File: config.mk
export PLATFORM = sky130hd
export DESIGN_NAME = uart_tx_arbiter
export DESIGN_NICKNAME = d
export VERILOG_FILES = /design/src/rtl/uart_tx_arbiter.sv
export SDC_FILE = /design/constraint.sdc
export NUM_CORES = 1
export LEC_CHECK = 0
export ABC_AREA = 1
export BUFFER_PORTS_ARGS = -buffer_cell sky130_fd_sc_hd__buf_2
export CAP_MARGIN = 0
export CORE_ASPECT_RATIO = 1.2
export CORE_MARGIN = 4
export CORE_UTILIZATION = 48
export CTS_CLUSTER_DIAMETER = 120
export CTS_CLUSTER_SIZE = 24
export DETAILED_ROUTE_END_ITERATION = 10
export PLACE_DENSITY = 0.83
export SETUP_SLACK_MARGIN = 0.02
export SLEW_MARGIN = 20
export SYNTH_ARGS = -nofsm -noshare
export SYNTH_HDL_FRONTEND = slang
export SYNTH_SLANG_ARGS = --single-unit
File: constraint.sdc
create_clock -name clk -period 2.1 [get_ports clk]
set_input_delay 0.42 -clock clk [delete_from_list [all_inputs] [get_ports clk]]
set_output_delay 0.42 -clock clk [all_outputs]
set_load 0.1 [all_outputs]
File: src/rtl/uart_tx_arbiter.sv
// Round-robin arbiter sharing one UART transmitter between NREQ byte sources.
// Captures one byte, pulses tx_start, then waits for tx_done or a watchdog abort.
module uart_tx_arbiter #(
  parameter int NREQ       = 4,
  parameter int NBITS      = 8,
  parameter int TMO_CYCLES = 2048,
  localparam int IDW       = (NREQ > 1) ? $clog2(NREQ) : 1,
  localparam int TW        = $clog2(TMO_CYCLES + 1)
) (
  input  logic                    clk,
  input  logic                    reset,
  input  logic [NREQ-1:0]         req,
  input  logic [NREQ*NBITS-1:0]   req_data,
  output logic [NREQ-1:0]         ack,
  output logic                    tx_start,
  output logic [NBITS-1:0]        tx_data,
  input  logic                    tx_done,
  output logic [IDW-1:0]          grant_id,
  output logic                    busy,
  output logic                    timeout_err
);

  typedef enum logic [1:0] {StIdle, StSend, StWait} state_t;

  state_t         state;
  logic [IDW-1:0] rr_ptr;
  logic [TW-1:0]  tmo_cnt;
  logic [IDW-1:0] pick_idx;
  logic           pick_found;
  logic [IDW-1:0] next_ptr;

  // First requesting index at or after rr_ptr, wrapping around.
  always_comb begin
    int idx;
    idx        = 0;
    pick_found = 1'b0;
    pick_idx   = '0;
    for (int k = 0; k < NREQ; k++) begin
      idx = int'(rr_ptr) + k;
      if (idx >= NREQ) idx = idx - NREQ;
      if (!pick_found && req[idx]) begin
        pick_found = 1'b1;
        pick_idx   = IDW'(idx);
      end
    end
  end

  assign next_ptr = (grant_id == IDW'(NREQ - 1)) ? '0 : grant_id + 1'b1;
  assign busy     = (state != StIdle);

  always_ff @(posedge clk or posedge reset) begin
    if (reset) begin
      state       <= StIdle;
      rr_ptr      <= '0;
      tmo_cnt     <= '0;
      ack         <= '0;
      tx_start    <= 1'b0;
      tx_data     <= '0;
      grant_id    <= '0;
      timeout_err <= 1'b0;
    end else begin
      ack         <= '0;
      tx_start    <= 1'b0;
      timeout_err <= 1'b0;
      unique case (state)
        StIdle: begin
          if (pick_found) begin
            grant_id <= pick_idx;
            tx_data  <= req_data[pick_idx*NBITS +: NBITS];
            ack      <= NREQ'(1) << pick_idx;
            state    <= StSend;
          end
        end
        StSend: begin
          tx_start <= 1'b1;
          tmo_cnt  <= '0;
          state    <= StWait;
        end
        StWait: begin
          // tx_done has priority over the watchdog terminal count.
          if (tx_done) begin
            rr_ptr <= next_ptr;
            state  <= StIdle;
          end else if (tmo_cnt == TW'(TMO_CYCLES - 1)) begin
            timeout_err <= 1'b1;
            rr_ptr      <= next_ptr;
            state       <= StIdle;
          end else begin
            tmo_cnt <= tmo_cnt + 1'b1;
          end
        end
        default: state <= StIdle;
      endcase
    end
  end

endmodule

==> summary.md <==
| Metric | Value |
|---|---|
| Core ar. | 0.00429 mm² |
| Vias | 2043 |
| Fillers | 391 |
| H-tree depth | 2 |
| CP peak stage delay | 0.47 ns |
| Post-synth ARST share | 100% |
| Cts hold-fix bufs | 0 |
| Final setup fails | 0 |
| Gate Count Post-Synth | 281 |
| ANT nets after route | 0 |
| CTS root buf | clkbuf_8 |
| Status | finished, final reports clean |
| CTS tree | built |
| Crit-path max FO | 15 |
| Crit path DAT | 2.22 ns |
| Number of flops mapped to enable cells by yosys | 0 |
| Die W | 69.1 µm |
| Num rows | 26 |
| Distinct cells, synth | 32 |
| Post-synth net total | 322 |
| Synth warn | 0 |
| Worst skew pair latency | 0.28 ns |
| Overall routed net length | 5170 µm |
| Crit path top cell by count | nand2_1 |
| Overflow after GRT | 0 |
| Clock transition at path regs | 0.06 ns |
| IR drop worst, VDD | 1.36 mV |
| Buffers added on ports | 55 |
| Final min period | 1.99 ns |
| Area Growth Syn to Fin | 27.1% |
| First-pass GRT wire length | 8450 µm |
| CP max-delay cell | dfrtp_2 |
| Final hold vios | 0 |
| Layout cells sized above 1 | 38.2% |
| Post-detail-place hpwl | 3710 µm |
| Clock Skew | 0.00785 ns |
| Leakage | 0.00146 µW |
| Crit. End Element | flip-flop |
| DRC | 0 |
| Pwr dens | 1920 mW/mm² |
| Pins over their slew limit | 0 |
| Final core occ | 63.7% |
| Measured slew at the worst slew-check pin | 0.531 ns |
| ANT cells | 0 |
| Die Ht | 81.4 µm |
| Min-Delay Path Class | in2async |
| Avg Cell Area, Syn | 7.66 µm² |
| Initial antenna violation count | 0 |
| Total power | 5260 µW |
| All-Layer GR Usage | 18.7% |
| Area of the multi-input gates | 0.00123 mm² |
| Synth Register Bits | 32 |
| Worst hold slack | 0.205 ns |
| CTS Buf Count | 5 |
| Vias/cell | 5.00 |
| Starting Density | 50.1% |
| Crit start category | flip-flop |
| RSZ-0062 raised after global routing | yes |
| Vias in the first global route | 2007 |
| Nets | 393 |
| Crit-path cells | buf_4 -> nand2_2 -> nand2_2 -> nand2_1 -> nand2_1 -> nand2_2 -> nand3_4 -> buf_4 -> nand4_1 -> nand2_1 -> nand2_1 -> nand2_1 -> nand2_1 -> nand2_1 |
| DP Area | 0.00248 mm² |
| Post-synthesis cell area | 0.00215 mm² |
| Worst R2R Path Depth | 14 |
| CP Buf/Inv Count | 2 |
| Required @ worst endpoint | 2.32 ns |
| Max_slew headroom | 64.5% |
| Max Root-Sink Buffers | 2 |
| Io pins | 56 |
| Mean routed wirelength per cell | 12.6 µm |
| Area occupied by registers | 802 µm² |
| CP Class | reg2reg |
| F_max | 0.502 GHz |
| Max Cap Violations | 0 |
| First DRT Iteration DRCs | 84 |
| Largest net degree at the start of global routing | 33 |
| Post-layout instance area | 0.00274 mm² |
| GPL Wtd Cong | 0.874 |
| Main synth FF type | dfrtp_1 |
| Number of clock sinks | 32 |
| Total die area | 0.00563 mm² |
| Worst path depth | 14 |
| Seq/Total Area, Yosys | 37.2% |
| Fin crit share | 94.9% |
| CP delay by family, top | simple AND/OR/NAND/NOR gates |
| First-pass iteration count of the detailed router | 4 |
==> power by group <==
part	switching [µW]	internal [µW]	leakage [µW]
Combinational	2640	1030	0.000981
Sequential	138	807	0.000419
Clock	221	418	0.0000645
==> worst register-to-register path, delay by kind of cell, from the launching register on <==
family                 cells  cell delay, ns
buffers and inverters      2            0.40
and+or+nand+nor           12            1.07
DFF                        1            0.47
==> path summary, 6_finish.rpt <==
kind                                         from                     end  slack (ns)
max                         rr_ptr[0]$_DFFE_PP0P_  tx_data[0]$_DFFE_PP0P_        0.11
min                                         reset  tx_data[0]$_DFFE_PP0P_        0.20
max reg2reg                 rr_ptr[0]$_DFFE_PP0P_  tx_data[0]$_DFFE_PP0P_        0.11
min reg2reg                tx_data[4]$_DFFE_PP0P_  tx_data[4]$_DFFE_PP0P_        0.48
max in group asynchronous                   reset   rr_ptr[0]$_DFFE_PP0P_        1.58
min in group clk                          tx_done   timeout_err$_DFF_PP0_        0.31
==> cell usage in the layout, fill, tap and decap left out, types with 2 or more instances in the layout <==
master and count:
inv_1 22, xor2_1 6, nand4_1 17, o21ai_1 2, o31ai_1 4, nor2_1 11
nand2_1 105, inv_4 2, nor3_1 6, nand3_4 6, nand2_2 28, buf_4 14
o22ai_2 5, inv_2 3, nand3_2 3, dfrtp_1 31, clkbuf_8 7, nand3_1 8
buf_2 55
==> registers in the layout, indices dropped and copies added, names as in the netlist <==
name         cells
tmo_cnt         12
timeout_err      1
state            2
rr_ptr           2
ack              4
tx_start         1
tx_data          8
grant_id         2
==> stage by stage <==
| step | setup TNS (ns) | cells | worst slack, ns |
|---|---|---|---|
| after floorplan | 0 | 281 | 0.382 |
| after global placement | 0 | 391 | 0.0878 |
| after detailed placement | 0 | 391 | 0.0180 |
| after CTS | 0 | 400 | 0.102 |
| after global routing | -0.000441 | 409 | -0.000441 |
| final | 0 | 409 | 0.106 |
==> final cells by class <==
cell class,count,area share [%]
Inverter,28,4.21
Clock buffer,7,3.52
Tap cell,56,2.56
Timing Repair Buffer,70,14.3
Multi-Input combinational cell,215,45.0
Sequential cell,32,29.3
Clock inverter,1,1.10
==> cell usage after synthesis, types with 3 or more instances <==
cell	n	area share, %
buf_2	5	1.2
dfrtp_1	32	37
inv_1	22	3.8
inv_2	4	0.70
nand2_1	105	18
nand2_2	28	8.1
nand3_1	8	1.9
nand3_2	4	1.9
nand3_4	3	2.4
nand4_1	17	4.9
nor2_1	11	1.9
nor3_1	6	1.4
o22ai_2	5	2.9
o31ai_1	4	1.4
xor2_1	6	2.4
==> layer usage <==
layer,up-vias,GRT usage (%),part of all wire (%)
li1,1051,-,-
met1,926,20.1,41
met2,59,35.0,51
met3,7,5.45,5.6
met4,0,6.64,1.9
met5,-,0,0
==> timing repair <==
item | CTS | global route
pin swaps | 1 | 3
resized for setup | 1 | 9
setup buffers | 0 | 8
setup endpoints to repair | 2 | 16
gates cloned | 1 | 1
==> kinds of logic after synthesis <==
logic type,Yosys count,share of synthesized area (%)
compound gates,16,6.33
xor+xnor,7,2.85
fa+ha+maj,2,1.16
buf+inv,36,8.42
flops,32,37.2
simple gates,188,44.0
No activity file was read; power rests on OpenSTA's default activity.
